$ cat config.mk
export PLATFORM = sky130hd
export DESIGN_NAME = pattern_sequencer_flat
export DESIGN_NICKNAME = d
export VERILOG_FILES = /design/src/rtl/pattern_sequencer_if.sv /design/src/rtl/pattern_sequencer.sv /design/src/flat_wrapper.sv
export SDC_FILE = /design/constraint.sdc
export NUM_CORES = 1
export LEC_CHECK = 0
export BUFFER_PORTS_ARGS = -buffer_cell sky130_fd_sc_hd__buf_2
export CAP_MARGIN = 30
export CORE_ASPECT_RATIO = 0.5
export CORE_MARGIN = 2
export CORE_UTILIZATION = 35
export CTS_BUF_LIST = sky130_fd_sc_hd__clkbuf_4
export CTS_CLUSTER_DIAMETER = 60
export DETAILED_ROUTE_END_ITERATION = 8
export PLACE_DENSITY_LB_ADDON = 0.05
export SKIP_LAST_GASP = 1
export SLEW_MARGIN = 20
export SYNTH_ARGS = -nofsm -noshare
export SYNTH_HDL_FRONTEND = slang
export SYNTH_SLANG_ARGS = --single-unit
$ cat constraint.sdc
create_clock -name i_Clk -period 5.5 [get_ports i_Clk]
set_input_delay 0.825 -clock i_Clk [delete_from_list [all_inputs] [get_ports i_Clk]]
set_output_delay 0.825 -clock i_Clk [all_outputs]
set_load 0.01 [all_outputs]
$ cat src/rtl/pattern_sequencer_if.sv
// rtl/pattern_sequencer_if.sv - control/status bundle between buttons, sync generator and the pattern sequencer
interface pattern_sequencer_if;
  logic       i_VSync;
  logic       i_Next;
  logic       i_Prev;
  logic       i_Mode_Toggle;
  logic [3:0] o_Pattern;
  logic       o_Auto;
  logic       o_Pending;
  logic       o_Frame_Start;

  modport slave (
    input  i_VSync,
    input  i_Next,
    input  i_Prev,
    input  i_Mode_Toggle,
    output o_Pattern,
    output o_Auto,
    output o_Pending,
    output o_Frame_Start
  );

  modport master (
    output i_VSync,
    output i_Next,
    output i_Prev,
    output i_Mode_Toggle,
    input  o_Pattern,
    input  o_Auto,
    input  o_Pending,
    input  o_Frame_Start
  );
endinterface

$ cat src/rtl/pattern_sequencer.sv
// rtl/pattern_sequencer.sv - selects the test pattern number, changing it only at frame starts
module pattern_sequencer #(
  parameter int MIN_PATTERN        = 1,
  parameter int MAX_PATTERN        = 8,
  parameter int FRAMES_PER_PATTERN = 60
) (
  input  logic                i_Clk,
  input  logic                i_Reset,
  pattern_sequencer_if.slave  seq
);

  localparam int              CNT_W    = $clog2(FRAMES_PER_PATTERN + 1);
  localparam logic [3:0]      MIN_P    = 4'(MIN_PATTERN);
  localparam logic [3:0]      MAX_P    = 4'(MAX_PATTERN);
  localparam logic [CNT_W-1:0] LAST_CNT = CNT_W'(FRAMES_PER_PATTERN - 1);

  typedef enum logic [1:0] {
    MODE_OFF    = 2'd0,
    MODE_MANUAL = 2'd1,
    MODE_AUTO   = 2'd2
  } mode_t;

  mode_t            mode, mode_next;
  logic [3:0]       pattern, pattern_next;
  logic             pend_valid, pend_valid_next;
  logic             pend_up, pend_up_next;
  logic [CNT_W-1:0] frame_cnt, frame_cnt_next;
  logic             vsync_prev;
  logic             frame_start;
  logic             frame_start_q;
  logic             auto_q;
  logic             req_next;
  logic             req_prev;

  function automatic logic [3:0] step_up(input logic [3:0] p);
    return (p == MAX_P) ? MIN_P : p + 4'd1;
  endfunction

  function automatic logic [3:0] step_down(input logic [3:0] p);
    return (p == MIN_P) ? MAX_P : p - 4'd1;
  endfunction

  always_ff @(posedge i_Clk) begin
    if (i_Reset) begin
      mode          <= MODE_OFF;
      pattern       <= 4'd0;
      pend_valid    <= 1'b0;
      pend_up       <= 1'b0;
      frame_cnt     <= '0;
      vsync_prev    <= 1'b0;
      frame_start_q <= 1'b0;
      auto_q        <= 1'b0;
    end else begin
      mode          <= mode_next;
      pattern       <= pattern_next;
      pend_valid    <= pend_valid_next;
      pend_up       <= pend_up_next;
      frame_cnt     <= frame_cnt_next;
      vsync_prev    <= seq.i_VSync;
      frame_start_q <= frame_start;
      auto_q        <= (mode_next == MODE_AUTO);
    end
  end

  always_comb begin
    mode_next       = mode;
    pattern_next    = pattern;
    pend_valid_next = pend_valid;
    pend_up_next    = pend_up;
    frame_cnt_next  = frame_cnt;

    frame_start = seq.i_VSync & ~vsync_prev;
    req_next    = seq.i_Next & ~seq.i_Prev;
    req_prev    = seq.i_Prev & ~seq.i_Next;

    if (frame_start) begin
      if (mode == MODE_OFF) begin
        pattern_next = 4'd0;
      end else if (pattern == 4'd0) begin
        pattern_next    = MIN_P;
        pend_valid_next = 1'b0;
      end else if (pend_valid) begin
        pattern_next    = pend_up ? step_up(pattern) : step_down(pattern);
        pend_valid_next = 1'b0;
        if (mode == MODE_AUTO) begin
          frame_cnt_next = '0;
        end
      end else if (mode == MODE_AUTO) begin
        if (frame_cnt == LAST_CNT) begin
          pattern_next   = step_up(pattern);
          frame_cnt_next = '0;
        end else begin
          frame_cnt_next = frame_cnt + 1'b1;
        end
      end
    end

    // Evaluated after the frame-start update so a coincident request waits for the next frame.
    if (mode != MODE_OFF && (req_next || req_prev)) begin
      pend_valid_next = 1'b1;
      pend_up_next    = req_next;
    end

    if (seq.i_Mode_Toggle) begin
      case (mode)
        MODE_OFF:    mode_next = MODE_MANUAL;
        MODE_MANUAL: mode_next = MODE_AUTO;
        default:     mode_next = MODE_OFF;
      endcase
      pend_valid_next = 1'b0;
      frame_cnt_next  = '0;
    end
  end

  assign seq.o_Pattern     = pattern;
  assign seq.o_Auto        = auto_q;
  assign seq.o_Pending     = pend_valid;
  assign seq.o_Frame_Start = frame_start_q;

endmodule

$ cat src/flat_wrapper.sv
// flat-port wrapper written by rule: the top's interface ports become plain ports
module pattern_sequencer_flat 
#(
  parameter int MIN_PATTERN        = 1,
  parameter int MAX_PATTERN        = 8,
  parameter int FRAMES_PER_PATTERN = 60
)
  (i_Clk, i_Reset, seq_i_VSync, seq_i_Next, seq_i_Prev, seq_i_Mode_Toggle, seq_o_Pattern, seq_o_Auto, seq_o_Pending, seq_o_Frame_Start);
  pattern_sequencer_if seq_i ();
  input  logic i_Clk;
  input  logic i_Reset;
  input wire logic [$bits(seq_i.i_VSync)-1:0] seq_i_VSync;
  input wire logic [$bits(seq_i.i_Next)-1:0] seq_i_Next;
  input wire logic [$bits(seq_i.i_Prev)-1:0] seq_i_Prev;
  input wire logic [$bits(seq_i.i_Mode_Toggle)-1:0] seq_i_Mode_Toggle;
  output wire logic [$bits(seq_i.o_Pattern)-1:0] seq_o_Pattern;
  output wire logic [$bits(seq_i.o_Auto)-1:0] seq_o_Auto;
  output wire logic [$bits(seq_i.o_Pending)-1:0] seq_o_Pending;
  output wire logic [$bits(seq_i.o_Frame_Start)-1:0] seq_o_Frame_Start;
  assign seq_i.i_VSync = seq_i_VSync;
  assign seq_i.i_Next = seq_i_Next;
  assign seq_i.i_Prev = seq_i_Prev;
  assign seq_i.i_Mode_Toggle = seq_i_Mode_Toggle;
  assign seq_o_Pattern = seq_i.o_Pattern;
  assign seq_o_Auto = seq_i.o_Auto;
  assign seq_o_Pending = seq_i.o_Pending;
  assign seq_o_Frame_Start = seq_i.o_Frame_Start;
  pattern_sequencer #(.MIN_PATTERN(MIN_PATTERN), .MAX_PATTERN(MAX_PATTERN), .FRAMES_PER_PATTERN(FRAMES_PER_PATTERN)) u_core (.i_Clk(i_Clk), .i_Reset(i_Reset), .seq(seq_i));
endmodule
==> flow_summary.json <==
{
  "synthSimpleGateAreaFrac_pct": 27.2,
  "clk_path_buf_depth": 2,
  "avgRoutedWirePerCell_um": 11.6,
  "cts_hold_buffers": 0,
  "preCtsSetupSlack_ns": 3.37,
  "post_route_cells_drive_above_1_share_pct": 15.7,
  "dieHeight_um": 40.5,
  "clock-root-buffer": "clkbuf_4",
  "n_fill_cell": 286,
  "synth_xor_area_share_pct": 6.59,
  "finalWorstPathRequiredPeriod_ns": 2.12,
  "critical_path_type": "reg -> reg",
  "syn_area_um2": 931,
  "ant_nets": 0,
  "timing.hold.worst.class": "reg -> reg",
  "combinationalPowerShare_pct": 10.6,
  "synth.net_count": 126,
  "tritoncts.num_buffers": 3,
  "place_hpwl_mm": 1.41,
  "cts_resized": 0,
  "final_common_cell": "dfxtp_1",
  "slew_headroom_pct": 62.5,
  "crit_fanout": 9,
  "fmax_mhz": 473,
  "number_of_global_route_vias_before_repair": 625,
  "finalWeightedCongestion": 0.771,
  "timing.critical_path.arrival_ns": 2.27,
  "fp.coreArea_um2": 2550,
  "std_cell_rows": 13,
  "combinational_family_with_the_most_area_after_synthesis": "simple AND/OR/NAND/NOR gates",
  "synth.mux.area_fraction_pct": 3.49,
  "peakVddDrop_uv": 66.3,
  "cts_htree_levels": 1,
  "leakage_dissipation_nw": 0.395,
  "initial_core_util_pct": 36.5,
  "tritoncts": "yes",
  "final.setup.worst_slack_ns": 3.38,
  "mostFrequentLayoutCells": "dfxtp_1, nor2_1, buf_2, a21oi_1, nand2_1",
  "power_report.internal_total_uw": 169,
  "status": "completed",
  "worst_hold_margin_ns": 0.491,
  "finalHoldViolCount": 0,
  "arithmetic_cell_share_of_the_synthesized_area_counting_full_adders_half_adders_and_majority_gates_pct": 6.72,
  "share_clk_of_total_power_pct": 32.0,
  "clkLatencyLatePin_ns": 0.29,
  "count_of_port_buffers_added_during_placement": 12,
  "timing.critical_path.cells": "inv_1 -> ha_1 -> or3b_1 -> nand4_1 -> o21ai_0 -> nor2_1",
  "seq_area_frac_synth_pct": 36.6,
  "grt_antenna_before_repair": 0,
  "num_vias": 793,
  "gr-usage-all-layers_pct": 12.2,
  "grt_setup_unrepaired": "false",
  "p_switching_uw": 56.3,
  "critical_path_cell_with_the_highest_stage_delay": "o21ai_0",
  "grt_first_pass_wirelength_mm": 2.86,
  "largest_net_degree_at_the_start_of_global_routing": 13,
  "first_pass_iters": 4,
  "setup-tns-final_ns": 0,
  "synth_cells": 115,
  "seq_power_share_pct": 57.4,
  "dieWidth_um": 76.9,
  "clock-skew-final_ns": 0.0118,
  "synth_cell_types": 31,
  "worst_setup_path_end_kind": "flop",
  "critical_path.max_stage_delay_ns": 0.53,
  "synth_compound_area_share_pct": 14.4,
  "routed_wirelength_mm": 1.90,
  "areaGrowthSynthToFinish_pct": 12.8,
  "drc": 0,
  "ys_ff_latch": 17,
  "worstPathRequired_ns": 5.66,
  "setup_viol_count_final": 0,
  "postCtsSetupBuffers": 0,
  "powerDensity_nw_per_um2": 215,
  "maxCapViolCount": 0,
  "ioPinCount": 13,
  "cts.sink_count": 17,
  "avgSynthCellArea_um2": 8.09,
  "antenna_cells_inserted": 0,
  "final_util_pct": 41.1,
  "reg2reg_setup_slack_ns": 3.38,
  "fp.dieArea_um2": 3110,
  "leftover_overflow_at_the_end_of_global_routing": 0,
  "finalCritPeriodShare_pct": 38.5,
  "switching_share_pct": 25.0,
  "type_of_element_launching_the_critical_path": "flop",
  "ys_warn_count": 0,
  "layout.nets": 139,
  "clock_slew_at_the_register_clock_pins_of_the_worst_setup_and_hold_paths_ns": 0.10,
  "tightestPinTransition_ns": 0.556,
  "via_per_inst": 4.84,
  "timing_max_transition_violations_final": 0,
  "violation_count_after_the_first_detailed_routing_iteration": 23
}
## final cells by class
cell class	count	area [um^2]	area share, %
sequential	17	340	32.4
inverter	8	30.0	2.86
clock buffer	4	30.0	2.86
tap	37	46.3	4.41
timing repair buffer	12	60.1	5.72
multi-input combinational	86	543	51.7
## path summary, 6_finish.rpt
kind | end | depth (start not counted) | from
min | u_core.pend_up | 2 | u_core.pend_up
max | u_core.frame_cnt[0] | 6 | u_core.seq.o_Pattern[0]
min reg2reg | u_core.pend_up | 2 | u_core.pend_up
max reg2reg | u_core.frame_cnt[0] | 6 | u_core.seq.o_Pattern[0]
## cell usage after synthesis (all sizes together)
library cell	count	area share, %
o21ai	7	3.8
o2111ai	1	0.94
a211oi	1	0.81
nor2	15	6.3
and4	1	0.94
or3	1	0.67
nor3	6	3.2
inv	8	3.2
o31ai	1	1.3
nand2b	4	2.7
mux4	1	2.4
mux2i	1	1.1
xor2	2	1.9
a31oi	1	0.67
nand3	2	1.1
a21oi	11	5.9
xnor2	5	4.7
clkbuf	2	0.81
nand4	2	1.3
o31a	1	0.94
buf	2	1.1
nand4b	1	0.94
nand2	11	4.4
nor2b	2	1.3
and3	1	0.67
dfxtp	17	37
or3b	1	0.94
ha	5	6.7
or4b	2	2.6
## state kept, by name, indices dropped and copies added (netlist names)
name,count
u_core.seq.o_Pending,1
u_core.seq.o_Frame_Start,1
u_core.seq.o_Pattern,4
u_core.mode,2
u_core.frame_cnt,6
u_core.pend_up,1
u_core.seq.o_Auto,1
u_core.vsync_prev,1
## routing by layer
metal	GRT usage [%]	part of all wire, %	up-vias
met5	0	0	-
met3	4.95	3.6	2
li1	-	-	419
met1	16.3	56	358
met2	19.3	40	14
met4	1.36	0.21	0
## worst max-delay path: cells and delay by family, from the launching register on
kind / cells / cell delay (ns)
AOI/OAI and AO/OA: 1 / 0.53
and+or+nand+nor: 3 / 0.57
buffers and inverters: 1 / 0.11
adders and majority gates: 1 / 0.28
DFF: 1 / 0.51
## kinds of logic (layout without fill, tap and decap cells)
| group | after synthesis | after routing |
|---|---|---|
| simple gates | 49 | 49 |
| buf+inv | 12 | 24 |
| fa+ha+maj | 5 | 5 |
| compound gates | 23 | 23 |
| xor+xnor | 7 | 7 |
| mux | 2 | 2 |
| flops | 17 | 17 |
## per-stage QoR
stage               power (mW)  area (um^2)  std cells
detailed placement       0.156         1020        160
finish                   0.225         1050        164
CTS                      0.229         1050        164
global route             0.240         1050        164
global placement         0.156         1020        160
floorplan                0.148          931        115
## power by group through the flow
stage	combinational [mW]	sequential [mW]	clock [mW]
after floorplan	0.0165	0.132	0
after global placement	0.0241	0.132	0
final	0.0239	0.129	0.0720
after global routing	0.0266	0.130	0.0834
after CTS	0.0240	0.130	0.0756
after detailed placement	0.0239	0.132	0
(Power assumes the default switching activity.)
